==> config.mk <==
export PLATFORM = sky130hd
export DESIGN_NAME = mtr_drv_flat
export DESIGN_NICKNAME = d
export VERILOG_FILES = /design/src/rtl/mtr_drv_if.sv /design/src/rtl/mtr_drv.sv /design/src/flat_wrapper.sv
export SDC_FILE = /design/constraint.sdc
export NUM_CORES = 1
export LEC_CHECK = 0
export BUFFER_PORTS_ARGS = -buffer_cell sky130_fd_sc_hd__buf_2
export CAP_MARGIN = 25
export CELL_PAD_IN_SITES_DETAIL_PLACEMENT = 1
export CELL_PAD_IN_SITES_GLOBAL_PLACEMENT = 1
export CORE_MARGIN = 4
export CORE_UTILIZATION = 51
export CTS_BUF_LIST = sky130_fd_sc_hd__clkbuf_4 sky130_fd_sc_hd__clkbuf_8
export DETAILED_ROUTE_END_ITERATION = 6
export PLACE_DENSITY_LB_ADDON = 0.1
export SYNTH_ARGS = -nofsm -noshare
export SYNTH_HDL_FRONTEND = slang
export SYNTH_SLANG_ARGS = --single-unit
==> constraint.sdc <==
create_clock -name clk -period 9.9 [get_ports clk]
set_input_delay 0.495 -clock clk [delete_from_list [all_inputs] [get_ports clk]]
set_output_delay 0.495 -clock clk [all_outputs]
set_load 0.02 [all_outputs]
==> src/rtl/mtr_drv_if.sv <==
// mtr_drv_if: command/drive bundle between the balance controller and the
// motor driver.
//   lft_spd, rght_spd : signed 12-bit wheel speed commands (two's complement)
//   en                : drive enable; low forces all drives off
//   *_fwd_pwm/*_rev_pwm : per-motor H-bridge PWM drives
//   prd_strt          : one-clock pulse in the first cycle of each PWM period
// master drives the commands; slave (the driver) produces the PWM outputs.
interface mtr_drv_if;
  logic [11:0] lft_spd;
  logic [11:0] rght_spd;
  logic        en;
  logic        lft_fwd_pwm;
  logic        lft_rev_pwm;
  logic        rght_fwd_pwm;
  logic        rght_rev_pwm;
  logic        prd_strt;

  modport master (
    output lft_spd, rght_spd, en,
    input  lft_fwd_pwm, lft_rev_pwm, rght_fwd_pwm, rght_rev_pwm, prd_strt
  );

  modport slave (
    input  lft_spd, rght_spd, en,
    output lft_fwd_pwm, lft_rev_pwm, rght_fwd_pwm, rght_rev_pwm, prd_strt
  );
endinterface

==> src/rtl/mtr_drv.sv <==
// mtr_drv: converts signed left/right wheel speed commands into per-motor
// forward/reverse PWM drives for the H-bridges.
//   clk   : system clock
//   rst_n : synchronous active-low reset
//   bus   : mtr_drv_if.slave -- speed commands and enable in, four PWM
//           drives and the period-start pulse out (all outputs registered)
// Duty and direction are latched only at the period boundary (cnt wrapping
// from all-ones to zero), a deadband offset is added to any non-zero
// magnitude, and a direction reversal between two non-zero duties blanks the
// motor for one whole period.
module mtr_drv #(
  parameter int          PWM_BITS = 11,
  parameter int unsigned MIN_DUTY = 32'h0A0
) (
  input  logic      clk,
  input  logic      rst_n,
  mtr_drv_if.slave  bus
);

  localparam logic [PWM_BITS-1:0] DUTY_MAX = '1;
  localparam logic [12:0]         MIN_EXT  = 13'(MIN_DUTY);
  localparam logic [12:0]         MAX_EXT  = 13'(DUTY_MAX);

  typedef struct packed {
    logic [PWM_BITS-1:0] duty;
    logic                dir;    // 1 = reverse
    logic                blank;  // set for the period following a reversal
  } mtr_t;

  // Saturating |spd| + deadband offset; zero command stays exactly zero.
  function automatic logic [PWM_BITS-1:0] duty_of(input logic [11:0] spd);
    logic [11:0] mag;
    logic [12:0] sum;
    mag = spd[11] ? 12'(~spd + 12'd1) : spd;
    if (mag == 12'h800) mag = 12'h7FF;  // -2048 has no positive twin
    sum = {1'b0, mag} + MIN_EXT;
    if (spd == '0)          duty_of = '0;
    else if (sum > MAX_EXT) duty_of = DUTY_MAX;
    else                    duty_of = sum[PWM_BITS-1:0];
  endfunction

  logic [PWM_BITS-1:0] cnt;
  logic                prd;
  mtr_t                mtr      [2];
  logic                fwd      [2];
  logic                rev      [2];
  logic [11:0]         spd      [2];
  logic [PWM_BITS-1:0] nxt_duty [2];
  logic                nxt_dir  [2];
  logic                raw      [2];
  logic                bndry;

  assign spd[0] = bus.lft_spd;
  assign spd[1] = bus.rght_spd;
  assign bndry  = (cnt == DUTY_MAX);

  always_comb begin
    for (int m = 0; m < 2; m++) begin
      nxt_duty[m] = duty_of(spd[m]);
      nxt_dir[m]  = spd[m][11];
      raw[m]      = (cnt < mtr[m].duty) & ~mtr[m].blank;
    end
  end

  // NOTE: all state, including the per-motor array, uses non-blocking
  // assignments and is cleared by reset so every element starts defined.
  always_ff @(posedge clk) begin
    if (!rst_n) begin
      cnt <= '0;
      prd <= 1'b0;
      for (int m = 0; m < 2; m++) begin
        mtr[m] <= '0;
        fwd[m] <= 1'b0;
        rev[m] <= 1'b0;
      end
    end else begin
      cnt <= cnt + 1'b1;
      prd <= bndry;
      for (int m = 0; m < 2; m++) begin
        // Gating with en here makes the drives drop on the very next clock.
        fwd[m] <= bus.en & raw[m] & ~mtr[m].dir;
        rev[m] <= bus.en & raw[m] &  mtr[m].dir;
        if (!bus.en) begin
          // Disable wins over a coincident boundary.
          mtr[m].duty  <= '0;
          mtr[m].blank <= 1'b0;
        end else if (bndry) begin
          if ((nxt_duty[m] != '0) && (mtr[m].duty != '0) &&
              (nxt_dir[m] != mtr[m].dir)) begin
            // Reversal between live duties: idle one period; the magnitude is
            // re-evaluated from the live input at the following boundary.
            mtr[m].duty  <= '0;
            mtr[m].blank <= 1'b1;
          end else begin
            mtr[m].duty  <= nxt_duty[m];
            mtr[m].blank <= 1'b0;
          end
          mtr[m].dir <= nxt_dir[m];
        end
      end
    end
  end

  assign bus.lft_fwd_pwm  = fwd[0];
  assign bus.lft_rev_pwm  = rev[0];
  assign bus.rght_fwd_pwm = fwd[1];
  assign bus.rght_rev_pwm = rev[1];
  assign bus.prd_strt     = prd;

endmodule

==> src/flat_wrapper.sv <==
// flat-port wrapper written by rule: the top's interface ports become plain ports
module mtr_drv_flat 
#(
  parameter int          PWM_BITS = 11,
  parameter int unsigned MIN_DUTY = 32'h0A0
)
  (clk, rst_n, bus_lft_spd, bus_rght_spd, bus_en, bus_lft_fwd_pwm, bus_lft_rev_pwm, bus_rght_fwd_pwm, bus_rght_rev_pwm, bus_prd_strt);
  mtr_drv_if bus_i ();
  input  logic clk;
  input  logic rst_n;
  input wire logic [$bits(bus_i.lft_spd)-1:0] bus_lft_spd;
  input wire logic [$bits(bus_i.rght_spd)-1:0] bus_rght_spd;
  input wire logic [$bits(bus_i.en)-1:0] bus_en;
  output wire logic [$bits(bus_i.lft_fwd_pwm)-1:0] bus_lft_fwd_pwm;
  output wire logic [$bits(bus_i.lft_rev_pwm)-1:0] bus_lft_rev_pwm;
  output wire logic [$bits(bus_i.rght_fwd_pwm)-1:0] bus_rght_fwd_pwm;
  output wire logic [$bits(bus_i.rght_rev_pwm)-1:0] bus_rght_rev_pwm;
  output wire logic [$bits(bus_i.prd_strt)-1:0] bus_prd_strt;
  assign bus_i.lft_spd = bus_lft_spd;
  assign bus_i.rght_spd = bus_rght_spd;
  assign bus_i.en = bus_en;
  assign bus_lft_fwd_pwm = bus_i.lft_fwd_pwm;
  assign bus_lft_rev_pwm = bus_i.lft_rev_pwm;
  assign bus_rght_fwd_pwm = bus_i.rght_fwd_pwm;
  assign bus_rght_rev_pwm = bus_i.rght_rev_pwm;
  assign bus_prd_strt = bus_i.prd_strt;
  mtr_drv #(.PWM_BITS(PWM_BITS), .MIN_DUTY(MIN_DUTY)) u_core (.clk(clk), .rst_n(rst_n), .bus(bus_i));
endmodule
==> impl_metrics.sql <==
INSERT INTO impl_metrics (metric_group, metric, value, unit) VALUES
('final_layout', 'diodes', '0', ''),
('final_layout', 'final_layout_size_suffix_gt1_share', '13.14', '%'),
('timing', 'worst_slew_margin_rel', '48.08', '%'),
('timing', 'setup_violations', '0', ''),
('logic_synthesis', 'top_cells_by_area_synth', 'sky130_fd_sc_hd__edfxtp_1, sky130_fd_sc_hd__ha_1, sky130_fd_sc_hd__dfxtp_1, sky130_fd_sc_hd__xor2_1, sky130_fd_sc_hd__nor2_1', ''),
('cts', 'ctsResizeCount', '0', ''),
('critical_path', 'worst-endpoint-required', '9.91', 'ns'),
('timing', 'grt_setup_unrepaired', 'false', ''),
('worst_hold_path', 'hold_class', 'flop to flop', ''),
('logic_synthesis', 'post-synth-top-count-cell', 'sky130_fd_sc_hd__nor2_1', ''),
('logic_synthesis', 'yosysSeqAreaShare', '29.80', '%'),
('critical_path', 'r2r_setup_slack', '7.19', 'ns'),
('routing', 'drt_first_iter_violations', '171', ''),
('critical_path', 'endpoint_kind', 'flop', ''),
('logic_synthesis', 'synth_area_per_cell', '8.593', 'sq um'),
('cts', 'post_cts_hold_buffer_count', '0', ''),
('floorplanning', 'start_util', '53.50', '%'),
('cts', 'post_cts.repair.setup_buffers', '0', ''),
('logic_synthesis', 'fraction_of_post_synthesis_cell_area_in_the_top_cell_type_by_area', '21.13', '%'),
('pwr', 'total_leakage_power', '1.612', 'nW'),
('cts', 'clk_latency', '0.30', 'ns'),
('timing', 'fmax', '250.5', 'MHz'),
('timing', 'final.min_clock_period', '3.993', 'ns'),
('logic_synthesis', 'syn-cell-area', '0.003695', 'sq mm'),
('cts', 'clock_tree_from_tritoncts', 'built', ''),
('placed_design', 'io_buf_count', '31', ''),
('pwr', 'irDropWorstVdd', '0.07242', 'mV'),
('critical_path', 'path_max_fanout', '12', ''),
('cts', 'numClockSinks', '42', ''),
('timing', 'setup_total_negative_slack', '0', 'ns'),
('cts', 'cts-root-to-sink-buffers', '2', ''),
('placed_design', 'placed_cell_area', '0.003874', 'sq mm'),
('pwr', 'power.density_cell_area', '112.5', 'mW/mm^2'),
('floorplanning', 'fp.dieArea', '0.008670', 'sq mm'),
('critical_path', 'ff2ff_path_depth', '7', ''),
('placed_design', 'place_congestion', '0.8470', ''),
('global_routing', 'antenna_found_initial', '0', ''),
('final_layout', 'post-route-util', '57.74', '%'),
('status', 'status', 'finished, final reports clean', ''),
('floorplanning', 'core-area', '0.006907', 'sq mm'),
('floorplanning', 'fp-row-count', '30', ''),
('worst_hold_path', 'timing.hold.worst.start', 'u_core.mtr[0][1]', ''),
('placed_design', 'placement.setup.worst_slack', '5.644', 'ns'),
('routing', 'via_count', '3264', ''),
('routing', 'vias_per_cell', '5.989', ''),
('final_layout', 'post-route-cell-area', '0.003988', 'sq mm'),
('global_routing', 'groute.usage.overall', '23.70', '%'),
('final_layout', 'synthToLayoutAreaGrowth', '7.924', '%'),
('global_routing', 'globalRoute.totalOverflow', '0', ''),
('logic_synthesis', 'synth-seq-cells', '42', ''),
('logic_synthesis', 'synth.yosys.warnings', '0', ''),
('critical_path', 'crit-reg2reg-launch', 'u_core.cnt[3]', ''),
('floorplanning', 'die-width', '93.12', 'um'),
('worst_hold_path', 'worstHoldEndpoint', 'u_core.fwd[0][0]', ''),
('logic_synthesis', 'netlist_top_cells_count', 'sky130_fd_sc_hd__nor2_1, sky130_fd_sc_hd__inv_1, sky130_fd_sc_hd__ha_1', ''),
('critical_path', 'critical_path.startpoint_type', 'primary input', ''),
('logic_synthesis', 'synth_top_flop_cell', 'sky130_fd_sc_hd__edfxtp_1', ''),
('timing', 'worst_slack', '5.907', 'ns'),
('critical_path', 'worst-endpoint-arrival', '4.01', 'ns'),
('timing', 'hold_viol_final', '0', ''),
('cts', 'path_clk_slew', '0.08', 'ns'),
('critical_path', 'reg2reg_to', 'u_core.mtr[1][8]', ''),
('logic_synthesis', 'post_synth_num_cell_types', '65', ''),
('floorplanning', 'die_height', '93.12', 'um'),
('global_routing', 'grt_first_pass_wirelength', '16860', 'um'),
('cts', 'root_buffer', 'sky130_fd_sc_hd__clkbuf_8', ''),
('routing', 'finalWirelength', '9600', 'um'),
('floorplanning', 'boundaryPins', '32', ''),
('cts', 'cts_buffers', '5', ''),
('timing', 'fin_skew', '0.01137', 'ns'),
('routing', 'wire_per_inst', '17.61', 'um');
==> power by group <==
group	total (W)	switching, W	leakage (nW)	internal [W]
Sequential	0.000197	0.00000518	0.418	0.000192
Combinational	0.000115	0.0000716	1.14	0.0000438
Clock	0.000136	0.0000584	0.0548	0.0000780
Total	0.000449	0.000135	1.61	0.000313
==> worst max-delay path, stage by stage <==
cell and delay [ns]:
sky130_fd_sc_hd__buf_2 0.13, sky130_fd_sc_hd__inv_1 0.14, sky130_fd_sc_hd__ha_1 0.40, sky130_fd_sc_hd__or4b_4 0.53, sky130_fd_sc_hd__or4_1 0.41, sky130_fd_sc_hd__a21o_1 0.25
sky130_fd_sc_hd__clkinv_2 0.10, sky130_fd_sc_hd__ha_1 0.22, sky130_fd_sc_hd__inv_1 0.09, sky130_fd_sc_hd__a21o_1 0.16, sky130_fd_sc_hd__o21ai_1 0.42, sky130_fd_sc_hd__o21ai_1 0.14
sky130_fd_sc_hd__a41oi_2 0.39, sky130_fd_sc_hd__nor3_1 0.11
==> per-layer routing <==
layer / global-route usage [%] / wire, um
met5: 0 / 0
met4: 5.617 / 102
met3: 2.414 / 233
met2: 44.27 / 5022
met1: 29.06 / 4242
==> cell type report <==
class                           instances  area, sq um
Clock buffer                            6        76.32
Clock inverter                          2        37.54
Fill cell                             882         2919
Inverter                               37        140.1
Multi-Input combinational cell        331         2357
Sequential cell                        42         1101
Tap cell                               96        120.1
Timing Repair Buffer                   31        155.1
==> state kept, by name, summed over array words and instances (netlist names) <==
register / flops
u_core.mtr: 26
u_core.cnt: 11
u_core.fwd: 2
u_core.rev: 2
u_core.bus.prd_strt: 1
==> worst max path at each step <==
| stage | start | to | cells after the start |
|---|---|---|---|
| finish | bus_lft_spd[0] | u_core.mtr[0][6] | 14 |
| global route | bus_rght_spd[0] | u_core.mtr[1][6] | 15 |
| CTS | bus_lft_spd[0] | u_core.mtr[0][6] | 14 |
| detailed placement | bus_lft_spd[0] | u_core.mtr[0][12] | 14 |
| global placement | bus_lft_spd[0] | u_core.mtr[0][12] | 14 |
| floorplan | bus_rght_spd[0] | u_core.mtr[1][4] | 14 |
==> cells by family (layout without fill, tap and decap cells) <==
| logic type | count (synthesis) | after routing | synth area share [%] |
|---|---|---|---|
| and+or+nand+nor | 166 | 166 | 25.23 |
| DFF | 42 | 42 | 29.80 |
| xor gates and xnor gates | 31 | 31 | 7.348 |
| buffers and inverters | 57 | 76 | 6.400 |
| adders and majority gates | 27 | 27 | 9.143 |
| muxes | 7 | 7 | 2.066 |
| AOI/OAI and AO/OA | 100 | 100 | 20.01 |
==> stage by stage <==
step | std cells | total power, W | hold slack (ns)
floorplan | 430 | 0.0002841 | 0.4321
global placement | 537 | 0.0003094 | 0.4724
detailed placement | 537 | 0.0003145 | 0.5018
CTS | 545 | 0.0004495 | 0.5060
global route | 545 | 0.0004715 | 0.5525
finish | 545 | 0.0004486 | 0.5173
==> cells in the final DEF, fill, tap and decap left out, types with 3 or more instances in the layout <==
cell                       count
sky130_fd_sc_hd__edfxtp_1     26
sky130_fd_sc_hd__o21ai_0      14
sky130_fd_sc_hd__nor2b_1       5
sky130_fd_sc_hd__inv_1        35
sky130_fd_sc_hd__and3_1        8
sky130_fd_sc_hd__xnor2_1      12
sky130_fd_sc_hd__mux2i_1       5
sky130_fd_sc_hd__buf_2        31
sky130_fd_sc_hd__or3_1         3
sky130_fd_sc_hd__or2_2         3
sky130_fd_sc_hd__and2_1        3
sky130_fd_sc_hd__or4_1         3
sky130_fd_sc_hd__o211ai_1      6
sky130_fd_sc_hd__nand3_1      18
sky130_fd_sc_hd__a21o_1       14
sky130_fd_sc_hd__nor4_1        6
sky130_fd_sc_hd__a211o_1       4
sky130_fd_sc_hd__dfxtp_1      16
sky130_fd_sc_hd__nand2b_1     11
sky130_fd_sc_hd__o31ai_1       4
sky130_fd_sc_hd__nand2_1      21
sky130_fd_sc_hd__nor3_1       20
sky130_fd_sc_hd__clkbuf_8      5
sky130_fd_sc_hd__a21oi_1      17
sky130_fd_sc_hd__a31oi_1       5
sky130_fd_sc_hd__nor3b_1       3
sky130_fd_sc_hd__a211oi_1     14
sky130_fd_sc_hd__xor2_1       19
sky130_fd_sc_hd__nand4_1       4
sky130_fd_sc_hd__ha_1         27
sky130_fd_sc_hd__a41oi_1       3
sky130_fd_sc_hd__nor2_1       39
(Power assumes the default switching activity.)
